## config.mk

```make
export PLATFORM = sky130hd
export DESIGN_NAME = kmeans_assign_ctrl
export DESIGN_NICKNAME = d
export VERILOG_FILES = /design/src/rtl/kmeans_assign_ctrl.sv
export SDC_FILE = /design/constraint.sdc
export NUM_CORES = 1
export LEC_CHECK = 0
export BUFFER_PORTS_ARGS = -buffer_cell sky130_fd_sc_hd__clkbuf_2
export CORE_ASPECT_RATIO = 0.6
export CORE_MARGIN = 5
export CORE_UTILIZATION = 40
export CTS_CLUSTER_DIAMETER = 30
export DETAILED_ROUTE_END_ITERATION = 8
export GPL_ROUTABILITY_DRIVEN = 0
export REMOVE_ABC_BUFFERS = 1
export SLEW_MARGIN = 10
export SYNTH_ARGS = -nofsm -noshare
export SYNTH_HDL_FRONTEND = slang
export SYNTH_SLANG_ARGS = --single-unit
```

## constraint.sdc

```tcl
create_clock -name assign_clk -period 12.98 [get_ports assign_clk]
set_input_delay 0.649 -clock assign_clk [delete_from_list [all_inputs] [get_ports assign_clk]]
set_output_delay 0.649 -clock assign_clk [all_outputs]
set_load 0.01 [all_outputs]
```

## src/rtl/kmeans_assign_ctrl.sv

```systemverilog
// kmeans_assign_ctrl
//   Sequencer for a shared absolute-difference unit in the K-means datapath.
//   For each accepted point it walks the centroid table. Each centroid takes
//   two cycles: one for |px-cx| and one for |py-cy|. The controller builds a
//   saturating Manhattan distance per centroid, keeps the strictly smaller
//   running minimum, and reports the index and distance of the nearest
//   centroid.
//
// Ports
//   assign_clk, assign_rst_n   clock; synchronous active-low reset
//   cent_we/cent_idx/cent_x/cent_y   centroid table write (IDLE only)
//   pt_valid/pt_ready/pt_x/pt_y      input point stream
//   sub_a/sub_b/sub_res              shared abs-diff unit (combinational)
//   res_valid/res_ready/res_idx/res_dist   nearest-centroid result stream
//   busy                             high whenever not IDLE
//   state_dbg                        current FSM state (IDLE=0 DX=1 DY=2 OUT=3)
//
// Handshakes: a transfer happens on a rising edge where valid & ready are both
// high. A producer holds valid and its payload stable until that edge. Ready
// never depends on valid.
module kmeans_assign_ctrl #(
  parameter int NUM_CENT = 4,
  parameter int IDX_W    = 2,
  parameter int W        = 32
) (
  input  logic             assign_clk,
  input  logic             assign_rst_n,
  input  logic             cent_we,
  input  logic [IDX_W-1:0] cent_idx,
  input  logic [W-1:0]     cent_x,
  input  logic [W-1:0]     cent_y,
  input  logic             pt_valid,
  output logic             pt_ready,
  input  logic [W-1:0]     pt_x,
  input  logic [W-1:0]     pt_y,
  output logic [W-1:0]     sub_a,
  output logic [W-1:0]     sub_b,
  input  logic [W-1:0]     sub_res,
  output logic             res_valid,
  input  logic             res_ready,
  output logic [IDX_W-1:0] res_idx,
  output logic [W-1:0]     res_dist,
  output logic             busy,
  output logic [1:0]       state_dbg
);

  typedef enum logic [1:0] {IDLE = 2'd0, DX = 2'd1, DY = 2'd2, OUT = 2'd3} state_t;

  state_t           state, state_nxt;
  logic [W-1:0]     px, py, dx;
  logic [W-1:0]     best_dist;
  logic [IDX_W-1:0] best_idx;
  logic [IDX_W-1:0] k;
  logic [W-1:0]     cx [NUM_CENT];
  logic [W-1:0]     cy [NUM_CENT];

  logic [W:0]       d_sum;
  logic [W-1:0]     d_sat;
  logic             last;

  // Sum carries one extra bit so an overflow clamps to all ones instead of
  // wrapping to a small, wrongly "near" distance.
  assign d_sum = {1'b0, dx} + {1'b0, sub_res};
  assign d_sat = d_sum[W] ? '1 : d_sum[W-1:0];
  assign last  = (k == IDX_W'(NUM_CENT - 1));

  assign state_dbg = state;

  always_ff @(posedge assign_clk) begin
    if (!assign_rst_n) begin
      state     <= IDLE;
      px        <= '0;
      py        <= '0;
      dx        <= '0;
      k         <= '0;
      best_dist <= '0;
      best_idx  <= '0;
      for (int i = 0; i < NUM_CENT; i++) begin
        cx[i] <= '0;
        cy[i] <= '0;
      end
    end else begin
      state <= state_nxt;
      // Table only changes while idle, so a run in flight always sees one
      // consistent set of centroids.
      if (state == IDLE && cent_we && int'(cent_idx) < NUM_CENT) begin
        cx[cent_idx] <= cent_x;
        cy[cent_idx] <= cent_y;
      end
      case (state)
        IDLE: begin
          if (pt_valid) begin
            px        <= pt_x;
            py        <= pt_y;
            k         <= '0;
            best_dist <= '1;
            best_idx  <= '0;
          end
        end
        DX: dx <= sub_res;
        DY: begin
          // Strict less-than keeps the lower index on ties.
          if (d_sat < best_dist) begin
            best_dist <= d_sat;
            best_idx  <= k;
          end
          if (!last) k <= k + IDX_W'(1);
        end
        default: ;
      endcase
    end
  end

  always_comb begin
    state_nxt = state;
    pt_ready  = 1'b0;
    res_valid = 1'b0;
    res_idx   = '0;
    res_dist  = '0;
    sub_a     = '0;
    sub_b     = '0;
    busy      = (state != IDLE);
    case (state)
      IDLE: begin
        pt_ready = 1'b1;
        if (pt_valid) state_nxt = DX;
      end
      DX: begin
        sub_a     = px;
        sub_b     = cx[k];
        state_nxt = DY;
      end
      DY: begin
        sub_a     = py;
        sub_b     = cy[k];
        state_nxt = last ? OUT : DX;
      end
      OUT: begin
        res_valid = 1'b1;
        res_idx   = best_idx;
        res_dist  = best_dist;
        if (res_ready) state_nxt = IDLE;
      end
      default: state_nxt = IDLE;
    endcase
  end

endmodule
```

==> results of run 1 <==
==> per-stage QoR <==
stage          util [%]  instance area [um2]  hold WS (ns)  std cells
6_report           50.3                24200         0.289       2661
5_1_grt            50.3                24200         0.259       2661
4_1_cts            50.3                24200         0.256       2660
3_5_place_dp       44.5                21400         0.447       2515
3_3_place_gp       44.5                21400         0.442       2515
2_1_floorplan         -                19100         0.436       1588
==> layer usage <==
layer  vias up  track usage, %
li1       6641               -
met1      6891            27.1
met2       419            30.7
met3        97            4.21
met4         6            5.75
met5         -               0
==> flip-flops by register name, summed over array words and instances (netlist names), named ones only <==
name,count
py,32
best_dist,32
k,2
cx,128
px,32
state_dbg,2
dx,32
best_idx,2
cy,128
==> logic make-up after synthesis <==
kind of cell | after synthesis
mux | 96
flops | 392
fa+ha+maj | 69
buf+inv | 161
xor+xnor | 29
simple gates | 664
compound gates | 291
==> power by group through the flow <==
stage	Combinational, mW	Clock [mW]	Sequential [mW]
floorplan	0.804	0	1.59
global placement	1.17	0	1.61
detailed placement	1.18	0	1.62
CTS	1.18	2.14	1.60
global route	1.30	2.21	1.61
finish	1.18	2.10	1.59
==> path summary, 6_finish.rpt <==
kind                  startpoint                         end  slack (ns)  cells past startpoint
max           dx[0]$_SDFFE_PN0N_  best_dist[10]$_SDFFE_PN0P_        7.22                     20
min                     pt_y[13]         py[13]$_SDFFE_PN0P_        0.29                      3
max reg2reg   dx[0]$_SDFFE_PN0N_  best_dist[10]$_SDFFE_PN0P_        7.22                     20
min reg2reg  py[27]$_SDFFE_PN0P_         py[27]$_SDFFE_PN0P_        0.45                      2
==> worst max-delay path: cells and delay by family (launching register included) <==
family	cells	cell delay (ns)
buffers and inverters	1	0.33
and+or+nand+nor	3	0.51
DFF	1	0.30
adders and majority gates	3	1.00
AOI/OAI and AO/OA	13	3.49
==> synthesized netlist by cell type (2+ instances only) <==
master | instances | area (um2)
sky130_fd_sc_hd__a211oi_1 | 6 | 45.0
sky130_fd_sc_hd__a211oi_2 | 3 | 37.5
sky130_fd_sc_hd__a21o_1 | 15 | 113
sky130_fd_sc_hd__a21oi_1 | 100 | 500
sky130_fd_sc_hd__a21oi_2 | 3 | 26.3
sky130_fd_sc_hd__a221o_1 | 2 | 20.0
sky130_fd_sc_hd__a22oi_1 | 64 | 480
sky130_fd_sc_hd__a311oi_1 | 3 | 26.3
sky130_fd_sc_hd__a31oi_1 | 8 | 50.1
sky130_fd_sc_hd__a41oi_1 | 2 | 17.5
sky130_fd_sc_hd__and2_1 | 295 | 1850
sky130_fd_sc_hd__and3_1 | 6 | 37.5
sky130_fd_sc_hd__buf_1 | 19 | 71.3
sky130_fd_sc_hd__buf_2 | 8 | 40.0
sky130_fd_sc_hd__buf_6 | 5 | 56.3
sky130_fd_sc_hd__clkbuf_1 | 81 | 304
sky130_fd_sc_hd__dfxtp_1 | 136 | 2720
sky130_fd_sc_hd__edfxtp_1 | 256 | 7690
sky130_fd_sc_hd__ha_1 | 68 | 851
sky130_fd_sc_hd__inv_1 | 44 | 165
sky130_fd_sc_hd__inv_2 | 3 | 11.3
sky130_fd_sc_hd__mux2i_1 | 32 | 320
sky130_fd_sc_hd__mux4_2 | 64 | 1440
sky130_fd_sc_hd__nand2_1 | 180 | 676
sky130_fd_sc_hd__nand2b_1 | 10 | 62.6
sky130_fd_sc_hd__nand3_1 | 14 | 70.1
sky130_fd_sc_hd__nand4_1 | 10 | 62.6
sky130_fd_sc_hd__nor2_1 | 58 | 218
sky130_fd_sc_hd__nor2b_1 | 70 | 438
sky130_fd_sc_hd__nor3_1 | 8 | 40.0
sky130_fd_sc_hd__nor3b_1 | 2 | 15.0
sky130_fd_sc_hd__o211ai_1 | 5 | 37.5
sky130_fd_sc_hd__o21a_1 | 5 | 37.5
sky130_fd_sc_hd__o21ai_0 | 17 | 85.1
sky130_fd_sc_hd__o21ai_1 | 13 | 65.1
sky130_fd_sc_hd__o21bai_1 | 4 | 30.0
sky130_fd_sc_hd__o221a_1 | 21 | 236
sky130_fd_sc_hd__o311a_1 | 2 | 20.0
sky130_fd_sc_hd__o31a_1 | 2 | 17.5
sky130_fd_sc_hd__o41ai_1 | 2 | 17.5
sky130_fd_sc_hd__or2_2 | 2 | 12.5
sky130_fd_sc_hd__or3_1 | 2 | 12.5
sky130_fd_sc_hd__xnor2_1 | 16 | 140
sky130_fd_sc_hd__xor2_1 | 13 | 114
==> final cells by class <==
| cell class | count | share of cell area [%] |
|---|---|---|
| Antenna cell | 1 | 0.0103 |
| Clock buffer | 87 | 8.46 |
| Clock inverter | 58 | 3.10 |
| Inverter | 47 | 0.734 |
| Multi-Input combinational cell | 1149 | 35.2 |
| Sequential cell | 392 | 43.0 |
| Tap cell | 640 | 3.31 |
| Timing Repair Buffer | 287 | 6.12 |
==> metrics.cfg, run 1 <==
[sta]
achievable_clock_frequency_mhz = 174
skew_ns = 0.0312
rsz0062_at_grt = false
headroom_to_the_max_slew_limit_pct = 26.3
finalMaxSlewViolations = 0
report.final.setup_viol = 0
final_worst_slack_ns = 7.22
worst_slew_pin_slew_ns = 1.11
hold_violations = 0
timing.final.crit_share_pct = 44.4
period_needed_ns = 5.76
totalNegativeSetupSlack_ns = 0

[clock_network]
worstSkewPairLatency_ns = 0.59
cts_buffers = 78
clk_path_buf_depth = 3
clock_sinks = 392
cts-htree-levels = 3
cts_root_buf = sky130_fd_sc_hd__clkbuf_16
cts-resized-gates = 0
post_cts_hold_buffer_count = 0
cts_tree = done
cts_post_setup_buffers_inserted = 0
path_clk_slew_ns = 0.05

[synth]
synthAdderAreaFrac_pct = 4.46
synth_mux_area_share_pct = 9.02
synthesis.yosys.warnings = 0
syn_area_mm2 = 0.0195
netlist_instances = 1702
async_reset_ff_share_pct = 0
seq_cells_post_synth = 392
dominantRegCellSynth = sky130_fd_sc_hd__edfxtp_1
post_synth_and_or_nand_nor_area_fraction_pct = 18.2
synth-seq-area-share_pct = 53.3
synth-edff-count = 256
xor_xnor_cell_area_share_of_the_yosys_netlist_pct = 1.30
synth-compound-area-share_pct = 10.4
netlist-cell-type-count = 67
synth_top_family_by_area = simple AND/OR/NAND/NOR gates
synth_area_per_cell_um2 = 11.5

[power]
pwr_density_cell_mw_per_mm2 = 201
total_switching_power_mw = 1.50
share_comb_of_total_power_pct = 24.2
power_mw = 4.87
clkPwrFrac_pct = 43.1
power.internal_mw = 3.38
power.share.sequential_pct = 32.7
p_leak_nw = 9.62
swShare_pct = 30.7
vdd_drop_max_mv = 0.137

[global_route]
global_route.usage.total_pct = 19.4
grt_first_pass_wirelength_um = 82000
largest_net_degree_at_the_start_of_global_routing = 86
globalRoute.totalOverflow = 0
grt_pass1_vias = 14400
grt_antenna_before_repair = 4

[setup_path]
timing.critical_path.mode_cell = sky130_fd_sc_hd__o21ai_1
cp_data_required_time_ns = 13.45
path_cells = ha_1 -> fa_1 -> a211oi_1 -> o21ai_1 -> o31ai_4 -> a211oi_2 -> o21ai_1 -> and2_1 -> buf_4 -> nand2_1 -> ha_1 -> o21a_1 -> o21ai_0 -> a32oi_1 -> a221o_1 -> o31ai_2 -> nand3_2 -> o21ai_4 -> o21ai_1 -> a31oi_1
critPathLaunchType = flip-flop
critical_path_s_slowest_cell = sky130_fd_sc_hd__o21ai_4
timing.critical_path.to_type = flip-flop
cp_data_arrival_time_ns = 6.24
crit_type = reg2reg
worst-path-max-fanout = 34
cp_slowest_stage_delay_ns = 0.84

[routing]
highest_layer = met5
routed_via_density = 5.28
detailroute.wirelength.met3_um = 3070
route.met2.wl_um = 24800
detail_route.wirelength.met1_um = 24200
drt-total-wl_um = 53500
drt_pre_antenna_iters = 6
routed-via-count = 14100
post_route_ant_nets = 0
drc_errors = 0
drt-wirelength-per-cell_um = 20.1
dr.first_iter.drc_count = 919

[layout]
layout.cells.most_common_list = sky130_fd_sc_hd__and2_1, sky130_fd_sc_hd__clkbuf_2, sky130_fd_sc_hd__edfxtp_1
final-seq-area_mm2 = 0.0104
commonest_non_fill_non_tap_cell_in_the_layout = sky130_fd_sc_hd__and2_1
layout-drive-gt1-share_pct = 25.8
multi_input_area_mm2 = 0.00852
final_net_count = 2191
syn_to_final_growth_pct = 23.9
final.fill_count = 4294

[floorplan]
die_footprint_mm2 = 0.0535
die_x_um = 295
floorplan.initialDensity_pct = 40.6
die_height_um = 181
ioPinCount = 270
std_cell_rows = 62
area_of_the_core_region_mm2 = 0.0481

[place]
buffer_ports.inserted = 269
place_worst_setup_slack_ns = 6.88
post-dp-hpwl_um = 33400

[status]
outcome = finished, final reports clean

[worst_hold_path]
min_delay_worst_type = in2reg

[flow_run]
maxCapViolations = 0

No activity file was read; power rests on OpenSTA's default activity.
==> run 2, diff against run 1 <==
--- a/config.mk
+++ b/config.mk
@@ -5,6 +5,7 @@
 export SDC_FILE = /design/constraint.sdc
 export NUM_CORES = 1
 export LEC_CHECK = 0
+export ABC_AREA = 1
 export BUFFER_PORTS_ARGS = -buffer_cell sky130_fd_sc_hd__clkbuf_2
 export CORE_ASPECT_RATIO = 0.6
 export CORE_MARGIN = 5
==> constraint.sdc (replaced) <==
create_clock -name assign_clk -period 5 [get_ports assign_clk]
set_input_delay 0.25 -clock assign_clk [delete_from_list [all_inputs] [get_ports assign_clk]]
set_output_delay 0.25 -clock assign_clk [all_outputs]
set_load 0.01 [all_outputs]
==> metrics.cfg, run 2 <==
[sta]
headroom_to_the_max_slew_limit_pct = 21.9
hold_ws_ns = 0.0292
timing.final.crit_share_pct = 91.1
rsz0062_at_grt = false
achievable_clock_frequency_mhz = 220
skew_ns = 0.0299
hold_violations = 0
finalMaxSlewViolations = 0
report.final.setup_viol = 0
period_needed_ns = 4.56
totalNegativeSetupSlack_ns = 0
worst_slew_pin_slew_ns = 1.17

[clock_network]
cts_root_buf = sky130_fd_sc_hd__clkbuf_16
post_cts_hold_buffer_count = 148
cts-resized-gates = 0
worstSkewPairLatency_ns = 0.61
clock_sinks = 392
cts_tree = done
cts_post_setup_buffers_inserted = 0
path_clk_slew_ns = 0.05
clk_path_buf_depth = 3
cts-htree-levels = 3
cts_buffers = 78

[layout]
largest_registers = cx x128, cy x128
layout.cells.most_common_list = sky130_fd_sc_hd__nor2_1, sky130_fd_sc_hd__nand2_1, sky130_fd_sc_hd__clkbuf_2
commonest_non_fill_non_tap_cell_in_the_layout = sky130_fd_sc_hd__nor2_1
final.fill_count = 4527
syn_to_final_growth_pct = 31.2
finish.utilization_pct = 52.8
layout-drive-gt1-share_pct = 16.7
final_net_count = 3018

[floorplan]
die_x_um = 297
std_cell_rows = 63
floorplan.initialDensity_pct = 40.3
ioPinCount = 270
die_footprint_mm2 = 0.0541
die_height_um = 182
area_of_the_core_region_mm2 = 0.0491

[worst_hold_path]
min_delay_worst_type = in2reg

[synth]
synthesis.yosys.warnings = 0
syn_area_mm2 = 0.0198
synth.top_cells.by_area = sky130_fd_sc_hd__edfxtp_1, sky130_fd_sc_hd__nor2_1, sky130_fd_sc_hd__dfxtp_1, sky130_fd_sc_hd__nand2_1, sky130_fd_sc_hd__o21ai_0
synthDominantAreaCellType = sky130_fd_sc_hd__edfxtp_1
yosys-top-cells-count = sky130_fd_sc_hd__nor2_1, sky130_fd_sc_hd__nand2_1, sky130_fd_sc_hd__edfxtp_1
seq_cells_post_synth = 392
yosys.area.top_type_share_pct = 38.9
synth-seq-area-share_pct = 52.7
synth_area_per_cell_um2 = 8.22
netlist-cell-type-count = 34
yosysMostFrequentCell = sky130_fd_sc_hd__nor2_1
netlist_instances = 2404
dominantRegCellSynth = sky130_fd_sc_hd__edfxtp_1
async_reset_ff_share_pct = 0
synth-edff-count = 256

[power]
clkPwrFrac_pct = 40.2
total_switching_power_mw = 4.72
power.share.sequential_pct = 31.0
pwr_density_cell_mw_per_mm2 = 522
share_comb_of_total_power_pct = 28.8
vdd_drop_max_mv = 0.340
power.internal_mw = 8.83
swShare_pct = 34.8
p_leak_nw = 11.5

[setup_path]
critPathLaunchType = input port
worst-path-max-fanout = 34
crit_type = in2reg
timing.critical_path.to_type = flip-flop
cp_data_arrival_time_ns = 5.03
cp_data_required_time_ns = 5.48

[routing]
post_route_ant_nets = 0
drt_pre_antenna_iters = 5
routed-via-count = 18100
routed_via_density = 5.18
dr.first_iter.drc_count = 1397
drt-wirelength-per-cell_um = 17.4
drt-total-wl_um = 61000
drc_errors = 0

[status]
outcome = finished, final reports clean

[global_route]
grt_antenna_before_repair = 1
globalRoute.totalOverflow = 0
grt_pass1_vias = 18000
grt_first_pass_wirelength_um = 96500
global_route.usage.total_pct = 22.0
largest_net_degree_at_the_start_of_global_routing = 113

[flow_run]
maxCapViolations = 0

[place]
buffer_ports.inserted = 269
post-dp-hpwl_um = 36600

==> run 2: changes by cell type after synthesis, sizes merged, moves of 37 or more <==
| cell | previous run | this run |
|---|---|---|
| o21ai | 31 | 192 |
| and2 | 295 | 0 |
| a21oi | 103 | 157 |
| o32ai | 0 | 64 |
| a22oi | 64 | 0 |
| clkbuf | 81 | 118 |
| nor2b | 70 | 0 |
| mux4 | 64 | 0 |
| nand2 | 181 | 324 |
| nor2 | 60 | 739 |
| inv | 47 | 198 |
| nand3 | 15 | 52 |
==> run 2: critical path: stages <==
cell and delay [ns]:
sky130_fd_sc_hd__dlygate4sd3_1 0.54, sky130_fd_sc_hd__clkbuf_2 0.13, sky130_fd_sc_hd__ha_1 0.38, sky130_fd_sc_hd__inv_1 0.10, sky130_fd_sc_hd__o21bai_1 0.20, sky130_fd_sc_hd__a21oi_1 0.13, sky130_fd_sc_hd__o21ai_0 0.23, sky130_fd_sc_hd__a21oi_1 0.12
sky130_fd_sc_hd__o21ai_0 0.25, sky130_fd_sc_hd__inv_1 0.08, sky130_fd_sc_hd__o21ai_0 0.51, sky130_fd_sc_hd__ha_1 0.36, sky130_fd_sc_hd__a21oi_1 0.12, sky130_fd_sc_hd__o21ai_0 0.10, sky130_fd_sc_hd__nand3_1 0.08, sky130_fd_sc_hd__a21oi_1 0.07
sky130_fd_sc_hd__a211oi_1 0.18, sky130_fd_sc_hd__nor2_1 0.07, sky130_fd_sc_hd__a211oi_1 0.23, sky130_fd_sc_hd__nand2_1 0.11, sky130_fd_sc_hd__nand2_2 0.29, sky130_fd_sc_hd__buf_12 0.25, sky130_fd_sc_hd__nand3_1 0.09, sky130_fd_sc_hd__nand2_1 0.09
sky130_fd_sc_hd__nor2_1 0.04
==> run 2: cell type report <==
class | count | area [um2] | area share, %
flip-flops and latches | 392 | 10400 | 40.2
multi-input cells | 1666 | 8070 | 31.1
repair buffers | 446 | 3110 | 12.0
clock buffers | 97 | 2070 | 8.00
well taps | 650 | 813 | 3.13
inverters | 198 | 744 | 2.87
clock inverters | 47 | 707 | 2.72
diodes | 1 | 2.50 | 0.00965
==> run 2: worst paths after layout <==
kind              slack (ns)                          to  cells after the start               start
hold reg to reg         0.48                   flip-flop                      2   k[1]$_SDFFE_PN0P_
hold / removal          0.03          cx[3][5]$_DFFE_PP_                      3           cent_x[5]
setup reg to reg        0.51  best_dist[30]$_SDFFE_PN0P_                     23  dx[8]$_SDFFE_PN0N_
setup / recovery        0.44  best_dist[30]$_SDFFE_PN0P_                     25          sub_res[8]
==> run 2: cells by family (layout without fill, tap and decap cells) <==
logic type                 Yosys count  count (layout)  synth area share, %
DFF                                392             392                 52.7
and+or+nand+nor                   1149            1149                 23.1
adders and majority gates           69              69                 4.40
buffers and inverters              346             788                 6.85
xor gates and xnor gates             6               6                0.266
AOI/OAI and AO/OA                  442             442                 12.7
other                                0               1                    0
==> run 2: per-stage QoR <==
| step | instance area, um2 | cells | setup WS (ns) | power (mW) |
|---|---|---|---|---|
| after floorplan | 19200 | 2256 | -1.14 | 6.66 |
| after global placement | 21700 | 3204 | 0.645 | 7.92 |
| after detailed placement | 21700 | 3204 | 0.566 | 7.99 |
| after CTS | 25900 | 3496 | 0.581 | 13.6 |
| after global routing | 25900 | 3497 | 0.0236 | 14.3 |
| final | 25900 | 3497 | 0.445 | 13.5 |
==> run 2: power groups by stage <==
stage	registers (mW)	clock network, mW	logic [mW]
floorplan	4.19	0	2.47
global placement	4.24	0	3.68
detailed placement	4.26	0	3.74
CTS	4.20	5.53	3.85
global route	4.25	5.71	4.36
finish	4.21	5.44	3.90
==> run 2: per-layer routing <==
layer / vias up / routed length (um) / GRT usage (%)
met5: - / 0 / 0
met4: 0 / 1430 / 6.38
met3: 101 / 4610 / 4.09
met2: 675 / 27700 / 35.5
met1: 8606 / 27200 / 30.4
li1: 8735 / - / -
==> run 3, diff against run 2 <==
--- a/config.mk
+++ b/config.mk
@@ -9,10 +9,11 @@
 export BUFFER_PORTS_ARGS = -buffer_cell sky130_fd_sc_hd__clkbuf_2
 export CORE_ASPECT_RATIO = 0.6
 export CORE_MARGIN = 5
-export CORE_UTILIZATION = 40
+export CORE_UTILIZATION = 55
 export CTS_CLUSTER_DIAMETER = 30
 export DETAILED_ROUTE_END_ITERATION = 8
 export GPL_ROUTABILITY_DRIVEN = 0
+export PLACE_DENSITY = 0.77
 export REMOVE_ABC_BUFFERS = 1
 export SLEW_MARGIN = 10
 export SYNTH_ARGS = -nofsm -noshare
==> constraint.sdc (replaced) <==
create_clock -name assign_clk -period 4.9 [get_ports assign_clk]
set_input_delay 0.245 -clock assign_clk [delete_from_list [all_inputs] [get_ports assign_clk]]
set_output_delay 0.245 -clock assign_clk [all_outputs]
set_load 0.01 [all_outputs]
==> metrics.cfg, run 3 (same netlist as run 2, synthesis figures left out) <==
[layout]
commonest_non_fill_non_tap_cell_in_the_layout = sky130_fd_sc_hd__nor2_1
final.fill_count = 2650
final-seq-area_mm2 = 0.0104
final_net_count = 2966
syn_to_final_growth_pct = 24.6
layout-drive-gt1-share_pct = 16.4
layout.cells.most_common_list = sky130_fd_sc_hd__nor2_1, sky130_fd_sc_hd__nand2_1, sky130_fd_sc_hd__clkbuf_2
final_area_mm2 = 0.0246
largest_registers = cx x128, cy x128
multi_input_area_mm2 = 0.00809

[clock_network]
cts_buffers = 57
clk_path_buf_depth = 3
cts_post_setup_buffers_inserted = 0
clock_sinks = 392
worstSkewPairLatency_ns = 0.58
path_clk_slew_ns = 0.06
cts_root_buf = sky130_fd_sc_hd__clkbuf_16
cts_tree = done
cts-htree-levels = 2

[routing]
drt-total-wl_um = 60800
routed-via-count = 18600
highest_layer = met5
drt_pre_antenna_iters = 7
detail_route.wirelength.met1_um = 24800
drc_errors = 0
dr.first_iter.drc_count = 2138
routed_via_density = 5.74
route.met2.wl_um = 27700
detailroute.wirelength.met3_um = 6390
drt-wirelength-per-cell_um = 18.7
post_route_ant_nets = 0

[status]
outcome = finished, final reports clean

[sta]
report.final.setup_viol = 0
headroom_to_the_max_slew_limit_pct = 20.4
skew_ns = 0.0230
period_needed_ns = 4.77
rsz0062_at_grt = false
achievable_clock_frequency_mhz = 210
worst_slew_pin_slew_ns = 1.19
hold_violations = 0
hold_ws_ns = 0.0216
finalMaxSlewViolations = 0
timing.final.crit_share_pct = 97.3

[global_route]
global_route.usage.total_pct = 29.5
globalRoute.totalOverflow = 0
largest_net_degree_at_the_start_of_global_routing = 109
grt_antenna_before_repair = 2
grt_pass1_vias = 17900
grt_first_pass_wirelength_um = 94500

[flow_run]
maxCapViolations = 0

[place]
buffer_ports.inserted = 269
post-dp-hpwl_um = 36400
placed_cell_area_mm2 = 0.0214

[setup_path]
crit_type = in2reg
critical_path_s_slowest_cell = sky130_fd_sc_hd__dlygate4sd3_1
timing.critical_path.mode_cell = sky130_fd_sc_hd__nand2_1
timing.critical_path.to_type = flip-flop
cp_data_arrival_time_ns = 5.22
timing.reg2reg.setup_slack_ns = 0.18
worst-path-max-fanout = 36
critPathLaunchType = input port
cp_data_required_time_ns = 5.35
cp_slowest_stage_delay_ns = 0.54

[floorplan]
area_of_the_core_region_mm2 = 0.0352
ioPinCount = 270
std_cell_rows = 53
floorplan.initialDensity_pct = 56.1
die_x_um = 255
die_height_um = 157
die_footprint_mm2 = 0.0400

[power]
power_mw = 12.6
p_leak_nw = 11.0
pwr_density_cell_mw_per_mm2 = 513
vdd_drop_max_mv = 0.377

[worst_hold_path]
min_delay_worst_type = in2reg

[run 3: cell type report]
type,count,share of cell area (%)
clock inverters,45,2.35
flip-flops and latches,392,42.3
repair buffers,415,11.2
multi-input cells,1666,32.8
well taps,467,2.37
diodes,3,0.0305
clock buffers,62,5.91
inverters,198,3.02
[run 3: worst max-delay path, delay by kind of cell]
family | cells | cell delay, ns
buf+inv | 6 | 1.23
compound gates | 6 | 1.48
simple gates | 14 | 1.39
fa+ha+maj | 3 | 0.87
[run 3: routing by layer]
metal  up-vias  global-route usage (%)
met4         2                    9.05
met5         -                       0
met3       167                    6.21
met1      8746                    41.1
met2      1087                    46.9
li1       8629                       -
[run 3: path summary, 6_finish.rpt]
check                                          from                          to  cells after the start
worst max-delay path                     sub_res[0]  best_dist[26]$_SDFFE_PN0P_                     29
worst min-delay path                      cent_y[5]      cy[1][5]$_SDFFCE_PN0P_                      3
worst max register to register   dx[0]$_SDFFE_PN0N_  best_dist[26]$_SDFFE_PN0P_                     27
worst min register to register  py[14]$_SDFFE_PN0P_         py[14]$_SDFFE_PN0P_                      2
[run 3: metrics by stage]
step / utilization, % / TNS [ns] / setup slack, ns / instances
2_1_floorplan: - / -100.24 / -1.24 / 2256
3_3_place_gp: 60.7 / 0 / 0.380 / 3021
3_5_place_dp: 60.7 / 0 / 0.305 / 3021
4_1_cts: 69.8 / 0 / 0.300 / 3245
5_1_grt: 69.9 / 0 / 0.0124 / 3247
6_report: 69.9 / 0 / 0.131 / 3248
[run 3: where the power goes]
group	leakage [nW]	total [mW]	internal, mW	switching [mW]
logic	6.26	4.04	1.31	2.73
clock network	0.979	4.35	2.72	1.63
registers	3.79	4.25	3.99	0.269
total	11.0	12.6	8.02	4.63
[run 3: repair_timing]
action | CTS | global route
setup endpoints to repair | 0 | 31
resized for setup | 0 | 9
hold buffers | 117 | 0
endpoints found under the hold margin | 144 | 0
